**config.mk**
```make
export PLATFORM = sky130hd
export DESIGN_NAME = cpu19_issue_unit_flat
export DESIGN_NICKNAME = d
export VERILOG_FILES = /design/src/rtl/cpu19_issue_if.sv /design/src/rtl/cpu19_issue_unit.sv /design/src/flat_wrapper.sv
export SDC_FILE = /design/constraint.sdc
export NUM_CORES = 2
export LEC_CHECK = 0
export CAP_MARGIN = 10
export CELL_PAD_IN_SITES_DETAIL_PLACEMENT = 1
export CELL_PAD_IN_SITES_GLOBAL_PLACEMENT = 1
export CORE_ASPECT_RATIO = 0.6
export CORE_UTILIZATION = 31
export DETAILED_ROUTE_END_ITERATION = 12
export PLACE_DENSITY_LB_ADDON = 0.25
export SLEW_MARGIN = 15
export SYNTH_ARGS = -nofsm -noshare
export SYNTH_HDL_FRONTEND = slang
export SYNTH_MEMORY_MAX_BITS = 65536
export SYNTH_SLANG_ARGS = --single-unit
```
**constraint.sdc**
```tcl
create_clock -name clk -period 13.9 [get_ports clk]
set_input_delay 1.39 -clock clk [delete_from_list [all_inputs] [get_ports clk]]
set_output_delay 1.39 -clock clk [all_outputs]
set_load 0.01 [all_outputs]
```
**src/rtl/cpu19_issue_if.sv**
```systemverilog
// Bundle between the cpu19 issue unit and its host/core: program load port, run control,
// and the issued instruction stream with status.
//
// Handshake: instr_valid qualifies instruction for exactly one cycle. There is no ready
// signal, so the core must take every word while instr_valid is high. When instr_valid is
// low, instruction carries NOP.
interface cpu19_issue_if #(
  parameter int AW = 8
);
  logic           prog_we;
  logic [AW-1:0]  prog_addr;
  logic [18:0]    prog_data;
  logic           start;
  logic           halt_req;
  logic           cond_eq;
  logic [18:0]    instruction;
  logic           instr_valid;
  logic           busy;
  logic           done;
  logic           error;
  logic [AW-1:0]  fetch_pc;
  logic [1:0]     state_dbg;

  // The issue unit side.
  modport master (
    input  prog_we, prog_addr, prog_data, start, halt_req, cond_eq,
    output instruction, instr_valid, busy, done, error, fetch_pc, state_dbg
  );

  // The host/core side.
  modport slave (
    output prog_we, prog_addr, prog_data, start, halt_req, cond_eq,
    input  instruction, instr_valid, busy, done, error, fetch_pc, state_dbg
  );
endinterface

```
**src/rtl/cpu19_issue_unit.sv**
```systemverilog
// Instruction issue unit for the 19-bit core: program memory, sequencer, return stack,
// and two-cycle conditional branch resolution using the core's compare flag.
module cpu19_issue_unit #(
  parameter int AW       = 8,
  parameter int STACK_AW = 4
) (
  input  logic          clk,
  input  logic          rst,
  cpu19_issue_if.master bus
);
  localparam int          DEPTH       = 2 ** AW;
  localparam int          STACK_DEPTH = 2 ** STACK_AW;
  localparam logic [18:0] NOP         = 19'h7C000;
  localparam logic [4:0]  OP_JMP      = 5'b01010;
  localparam logic [4:0]  OP_BEQ      = 5'b01011;
  localparam logic [4:0]  OP_BNE      = 5'b01100;
  localparam logic [4:0]  OP_CALL     = 5'b01101;
  localparam logic [4:0]  OP_RET      = 5'b01110;
  localparam logic [4:0]  OP_HALT     = 5'b11110;

  typedef enum logic [1:0] {
    IDLE    = 2'd0,
    RUN     = 2'd1,
    BR_WAIT = 2'd2
  } state_t;

  state_t             state, state_n;
  logic [18:0]        mem   [DEPTH];
  logic [AW-1:0]      stack [STACK_DEPTH];
  logic [AW-1:0]      pc, pc_n;
  logic [STACK_AW:0]  sp, sp_n;
  logic [18:0]        instr, instr_n;
  logic               valid, valid_n;
  logic               busy_r;
  logic               done_r, done_n;
  logic               err_r, err_n;
  logic               br_is_beq, br_is_beq_n;
  logic [13:0]        br_imm, br_imm_n;
  logic               push, issue, fault, taken;
  logic [18:0]        word;
  logic [4:0]         opc;
  logic [13:0]        imm;
  logic [AW-1:0]      pc_inc;
  logic [AW-1:0]      stack_top;

  assign word      = mem[pc];
  assign opc       = word[18:14];
  assign imm       = word[13:0];
  assign pc_inc    = pc + AW'(1);
  assign stack_top = stack[STACK_AW'(sp - (STACK_AW + 1)'(1))];

  function automatic logic bad_target(input logic [13:0] t);
    return 32'(t) >= 32'(DEPTH);
  endfunction

  always_comb begin
    state_n     = state;
    pc_n        = pc;
    sp_n        = sp;
    instr_n     = NOP;
    valid_n     = 1'b0;
    done_n      = done_r;
    err_n       = err_r;
    br_is_beq_n = br_is_beq;
    br_imm_n    = br_imm;
    push        = 1'b0;
    issue       = 1'b0;
    fault       = 1'b0;
    taken       = 1'b0;
    case (state)
      IDLE: begin
        if (bus.start) begin
          pc_n    = '0;
          sp_n    = '0;
          done_n  = 1'b0;
          err_n   = 1'b0;
          state_n = RUN;
        end
      end
      RUN: begin
        if (bus.halt_req) begin
          done_n  = 1'b1;
          err_n   = 1'b0;
          state_n = IDLE;
        end else begin
          case (opc)
            OP_JMP: begin
              if (bad_target(imm)) fault = 1'b1;
              else begin
                issue = 1'b1;
                pc_n  = AW'(imm);
              end
            end
            OP_CALL: begin
              if (bad_target(imm) || sp == (STACK_AW + 1)'(STACK_DEPTH)) fault = 1'b1;
              else begin
                issue = 1'b1;
                push  = 1'b1;
                sp_n  = sp + (STACK_AW + 1)'(1);
                pc_n  = AW'(imm);
              end
            end
            OP_RET: begin
              if (sp == '0) fault = 1'b1;
              else begin
                issue = 1'b1;
                sp_n  = sp - (STACK_AW + 1)'(1);
                pc_n  = stack_top;
              end
            end
            OP_BEQ, OP_BNE: begin
              issue       = 1'b1;
              br_is_beq_n = (opc == OP_BEQ);
              br_imm_n    = imm;
              state_n     = BR_WAIT;
            end
            OP_HALT: begin
              done_n  = 1'b1;
              state_n = IDLE;
            end
            default: begin
              issue = 1'b1;
              pc_n  = pc_inc;
            end
          endcase
        end
      end
      BR_WAIT: begin
        // pc still points at the branch word, so pc_inc is the fall-through address.
        if (bus.halt_req) begin
          done_n  = 1'b1;
          err_n   = 1'b0;
          state_n = IDLE;
        end else begin
          taken = br_is_beq ? bus.cond_eq : ~bus.cond_eq;
          if (taken && bad_target(br_imm)) fault = 1'b1;
          else begin
            pc_n    = taken ? AW'(br_imm) : pc_inc;
            state_n = RUN;
          end
        end
      end
      default: state_n = IDLE;
    endcase
    if (issue) begin
      instr_n = word;
      valid_n = 1'b1;
    end
    if (fault) begin
      done_n  = 1'b1;
      err_n   = 1'b1;
      state_n = IDLE;
    end
  end

  always_ff @(posedge clk) begin
    if (rst) begin
      state     <= IDLE;
      pc        <= '0;
      sp        <= '0;
      instr     <= NOP;
      valid     <= 1'b0;
      busy_r    <= 1'b0;
      done_r    <= 1'b0;
      err_r     <= 1'b0;
      br_is_beq <= 1'b0;
      br_imm    <= '0;
    end else begin
      state     <= state_n;
      pc        <= pc_n;
      sp        <= sp_n;
      instr     <= instr_n;
      valid     <= valid_n;
      busy_r    <= (state_n != IDLE);
      done_r    <= done_n;
      err_r     <= err_n;
      br_is_beq <= br_is_beq_n;
      br_imm    <= br_imm_n;
    end
  end

  // Program memory and return stack hold their contents across reset.
  always_ff @(posedge clk) begin
    if (state == IDLE && bus.prog_we) mem[bus.prog_addr] <= bus.prog_data;
  end

  always_ff @(posedge clk) begin
    if (push) stack[sp[STACK_AW-1:0]] <= pc_inc;
  end

  assign bus.instruction = instr;
  assign bus.instr_valid = valid;
  assign bus.busy        = busy_r;
  assign bus.done        = done_r;
  assign bus.error       = err_r;
  assign bus.fetch_pc    = pc;
  assign bus.state_dbg   = state;
endmodule

```
**src/flat_wrapper.sv**
```systemverilog
// flat-port wrapper written by rule: the top's interface ports become plain ports
module cpu19_issue_unit_flat 
#(
  parameter int AW       = 8,
  parameter int STACK_AW = 4
)
  (clk, rst, bus_prog_we, bus_prog_addr, bus_prog_data, bus_start, bus_halt_req, bus_cond_eq, bus_instruction, bus_instr_valid, bus_busy, bus_done, bus_error, bus_fetch_pc, bus_state_dbg);
  cpu19_issue_if #(.AW(AW)) bus_i ();
  input  logic clk;
  input  logic rst;
  input wire logic [$bits(bus_i.prog_we)-1:0] bus_prog_we;
  input wire logic [$bits(bus_i.prog_addr)-1:0] bus_prog_addr;
  input wire logic [$bits(bus_i.prog_data)-1:0] bus_prog_data;
  input wire logic [$bits(bus_i.start)-1:0] bus_start;
  input wire logic [$bits(bus_i.halt_req)-1:0] bus_halt_req;
  input wire logic [$bits(bus_i.cond_eq)-1:0] bus_cond_eq;
  output wire logic [$bits(bus_i.instruction)-1:0] bus_instruction;
  output wire logic [$bits(bus_i.instr_valid)-1:0] bus_instr_valid;
  output wire logic [$bits(bus_i.busy)-1:0] bus_busy;
  output wire logic [$bits(bus_i.done)-1:0] bus_done;
  output wire logic [$bits(bus_i.error)-1:0] bus_error;
  output wire logic [$bits(bus_i.fetch_pc)-1:0] bus_fetch_pc;
  output wire logic [$bits(bus_i.state_dbg)-1:0] bus_state_dbg;
  assign bus_i.prog_we = bus_prog_we;
  assign bus_i.prog_addr = bus_prog_addr;
  assign bus_i.prog_data = bus_prog_data;
  assign bus_i.start = bus_start;
  assign bus_i.halt_req = bus_halt_req;
  assign bus_i.cond_eq = bus_cond_eq;
  assign bus_instruction = bus_i.instruction;
  assign bus_instr_valid = bus_i.instr_valid;
  assign bus_busy = bus_i.busy;
  assign bus_done = bus_i.done;
  assign bus_error = bus_i.error;
  assign bus_fetch_pc = bus_i.fetch_pc;
  assign bus_state_dbg = bus_i.state_dbg;
  cpu19_issue_unit #(.AW(AW), .STACK_AW(STACK_AW)) u_core (.clk(clk), .rst(rst), .bus(bus_i));
endmodule
```
==> flow_metrics.tcl <==
set metrics [dict create \
    status "finished, final reports clean" \
    whs_ps 511 \
    gr-usage-met3_pct 4.66 \
    routed-via-count 97900 \
    worstHoldStart "u_core.br_imm[0]$_SDFFE_PP0P_" \
    vias_per_cell 5.53 \
    place_ws_ps 5550 \
    routed_wl_mm 634 \
    power_leakage_uw 0.0648 \
    maxCapViolCount 0 \
    ant_nets 0 \
    met1_usage_pct 31.3 \
    synth_common_cells "edfxtp_1 (4,992), mux4_2 (1,354), nor2_1 (352)" \
    crit_family "simple AND/OR/NAND/NOR gates" \
    finalHoldViolCount 0 \
    n_fill_cell 60100 \
    hold_path.class "reg2reg" \
    cts_resized 0 \
    synth_edf_count 4992 \
    holdPathStages 2 \
    setup_viol 0 \
    drt-initial-drc-count 14400 \
    reg2regPathDepth 13 \
    cp.arrival_ps 8880 \
    root_buffer "clkbuf_16" \
    io_buffers 65 \
    num_rows 225 \
    nNetsFinal 8936 \
    power_uw 30200 \
    worst_pin_slew_ps 1320 \
    slew_violations 0 \
    synth-async-reset-ratio_pct 0 \
    syn2layout_area_growth_pct 14.2 \
    postCtsSetupRepairBufs 0 \
    io_pins 66 \
    ff2ff_setup_slack_ps 5610 \
    cts_tree "done" \
    clk_pin_slew_ps 70 \
    finalWeightedCongestion 0.819 \
    critical_path_class "reg2reg" \
    power.density_mw_per_mm2 136 \
    synth_top_area_share_pct 77.0 \
    grt_use_met2_pct 26.9 \
    r2r-end "u_core.stack[1][3]$_DFFE_PP_" \
    grt_pass1_wl_mm 854 \
    yosysWarnings 0 \
    start_util_pct 31.1 \
    ir_worst_vdd_mv 0.110 \
    netlist-cell-type-count 80 \
    coreArea_mm2 0.626 \
    synth_nets 8591 \
    chipWidth_mm 1.03 \
    grt.busiest_layer "met1" \
    cp_slowest_cell "nor3_1" \
    finClkSkew_ps 49.9 \
    synth_flop_cell "edfxtp_1" \
    rsz0062_at_grt "no" \
    placed_cells 16800 \
    syn_area_mm2 0.195 \
    maxSlewHeadroom_pct 12.0 \
    max_freq_ghz 0.121 \
    dp_hpwl_mm 388 \
    ys_seq_elements 5053 \
    synthCells 8548 \
    grt-ovfl-total 0 \
    drive_gt1_share_pct 28.9 \
    clk_latency_ps 990 \
    drt-pass1-iter-count 5 \
    track_usage_pct 19.5 \
    synth.top_cells.by_area "edfxtp_1 (77%), mux4_2 (16%), mux2i_1 (1.4%), nor2_1 (0.68%), dfxtp_1 (0.63%)" \
    yosys.area.top_type "edfxtp_1" \
    cts_buffers 445 \
    wire_per_inst_um 35.8 \
    dieArea_mm2 0.632 \
    cp_max_fo 47 \
    post-route-period-util_pct 59.7 \
    worst_slack_ps 5610 \
    die_height_um 616 \
    crit_chain "buf_4 > buf_4 > mux4_2 > mux4_2 > mux2i_1 > o22ai_1 > or4_1 > o31ai_2 > and2_1 > nand2_1 > a311oi_2 > nand2_1 > nor3_1" \
    avgSynthCellArea_um2 22.8 \
    grt_antenna_before_repair 84 \
    grt_pass1_vias 97000 \
    worstSetupEndpointType "flop" \
    ys_seq_area_share_pct 77.6 \
    synth.most_common_cell "edfxtp_1" \
    critPathRequiredTime_ps 14490 \
    setup_tns_ps 0 \
    layout_min_cycle_time_ps 8290 \
    drc 0 \
    cts_max_path_buffers 4 \
    h-tree-depth 5 \
    worstPathBufferInverterCount 2 \
    postCtsHoldBufs 0 \
    grt_max_degree 128 \
    fin_cells 17700 \
    start_kind "flop" \
    clock_sinks 5053 \
    min_to "u_core.br_imm[0]$_SDFFE_PP0P_" \
    critPathMaxStageDelay_ps 940 \
]
## routing by layer
layer / share of wire [%] / up-vias
met5: 0.016 / -
met4: 1.9 / 16
met3: 9.9 / 706
met2: 41 / 4937
met1: 47 / 55000
li1: - / 37200
## tightest hold or removal path, stage by stage (launching register included)
cell and delay, ps:
dfxtp_1 330, mux2i_1 70, nor2_1 80
## worst max path at each step
stage / from / endpoint / cells after the start
final: flop / u_core.stack[1][3]$_DFFE_PP_ / 13
after global routing: flop / u_core.stack[1][3]$_DFFE_PP_ / 13
after CTS: flop / u_core.stack[1][3]$_DFFE_PP_ / 13
after detailed placement: flop / u_core.stack[1][2]$_DFFE_PP_ / 13
after global placement: flop / u_core.stack[2][4]$_DFFE_PP_ / 13
after floorplan: flop / u_core.stack[2][0]$_DFFE_PP_ / 17
## placed cells by master (no fill, tap or decap), types with 53 or more instances in the layout
master	instances
nor2_1	91
clkbuf_16	453
nor2_4	159
nand2_1	185
mux4_2	1354
a22oi_1	127
clkinv_2	81
clkinv_1	113
nor2_2	103
clkbuf_1	87
edfxtp_1	4992
nand3_1	65
a21oi_1	92
dfxtp_1	53
buf_4	282
mux2i_1	268
## logic make-up (layout without fill, tap and decap cells)
kind of cell / count (synthesis) / count (layout) / synth area share [%]
XOR/XNOR: 11 / 11 / 0.0495
flip-flops: 5053 / 5053 / 77.6
multiplexers: 1668 / 1668 / 17.3
AO/OA/AOI/OAI: 475 / 475 / 1.73
buffers and inverters: 503 / 1222 / 1.34
AND/OR/NAND/NOR: 828 / 828 / 1.93
other: 0 / 42 / 0
adder cells (fa/ha/maj): 10 / 10 / 0.0642
## metrics by stage
stage | utilization [%] | instance area (um2)
after floorplan | - | 195000
after global placement | 33.2 | 208000
after detailed placement | 33.2 | 208000
after CTS | 35.5 | 222000
after global routing | 35.5 | 222000
final | 35.5 | 222000
## report_power, final
part	internal, uW	total [uW]	leakage, uW	switching [uW]
clock	6900	12700	0.00703	5780
sequential	16700	16700	0.0454	8.17
combinational	229	783	0.0123	553
total	23900	30200	0.0648	6340
## sequential cells by signal (all words and copies together), names as in the netlist, named ones only
register and cells:
u_core.br_imm 14, u_core.br_is_beq 1, u_core.stack 128, u_core.sp 5
u_core.bus.done 1, u_core.bus.instruction 19, u_core.bus.fetch_pc 8, u_core.bus.state_dbg 2
u_core.bus.instr_valid 1, u_core.mem 4864, u_core.bus.busy 1, u_core.bus.error 1
## final cells by class
type                            count  area [um2]  area share [%]
Sequential cell                  5053      151000            68.0
Multi-Input combinational cell   2992       42800            19.2
Clock buffer                      540       11700            5.24
Tap cell                         8399       10500            4.73
Timing Repair Buffer              371        3330            1.50
Clock inverter                    281        2740            1.23
Inverter                           30         126          0.0568
Antenna cell                       42         105          0.0473
No activity file was read; power rests on OpenSTA's default activity.
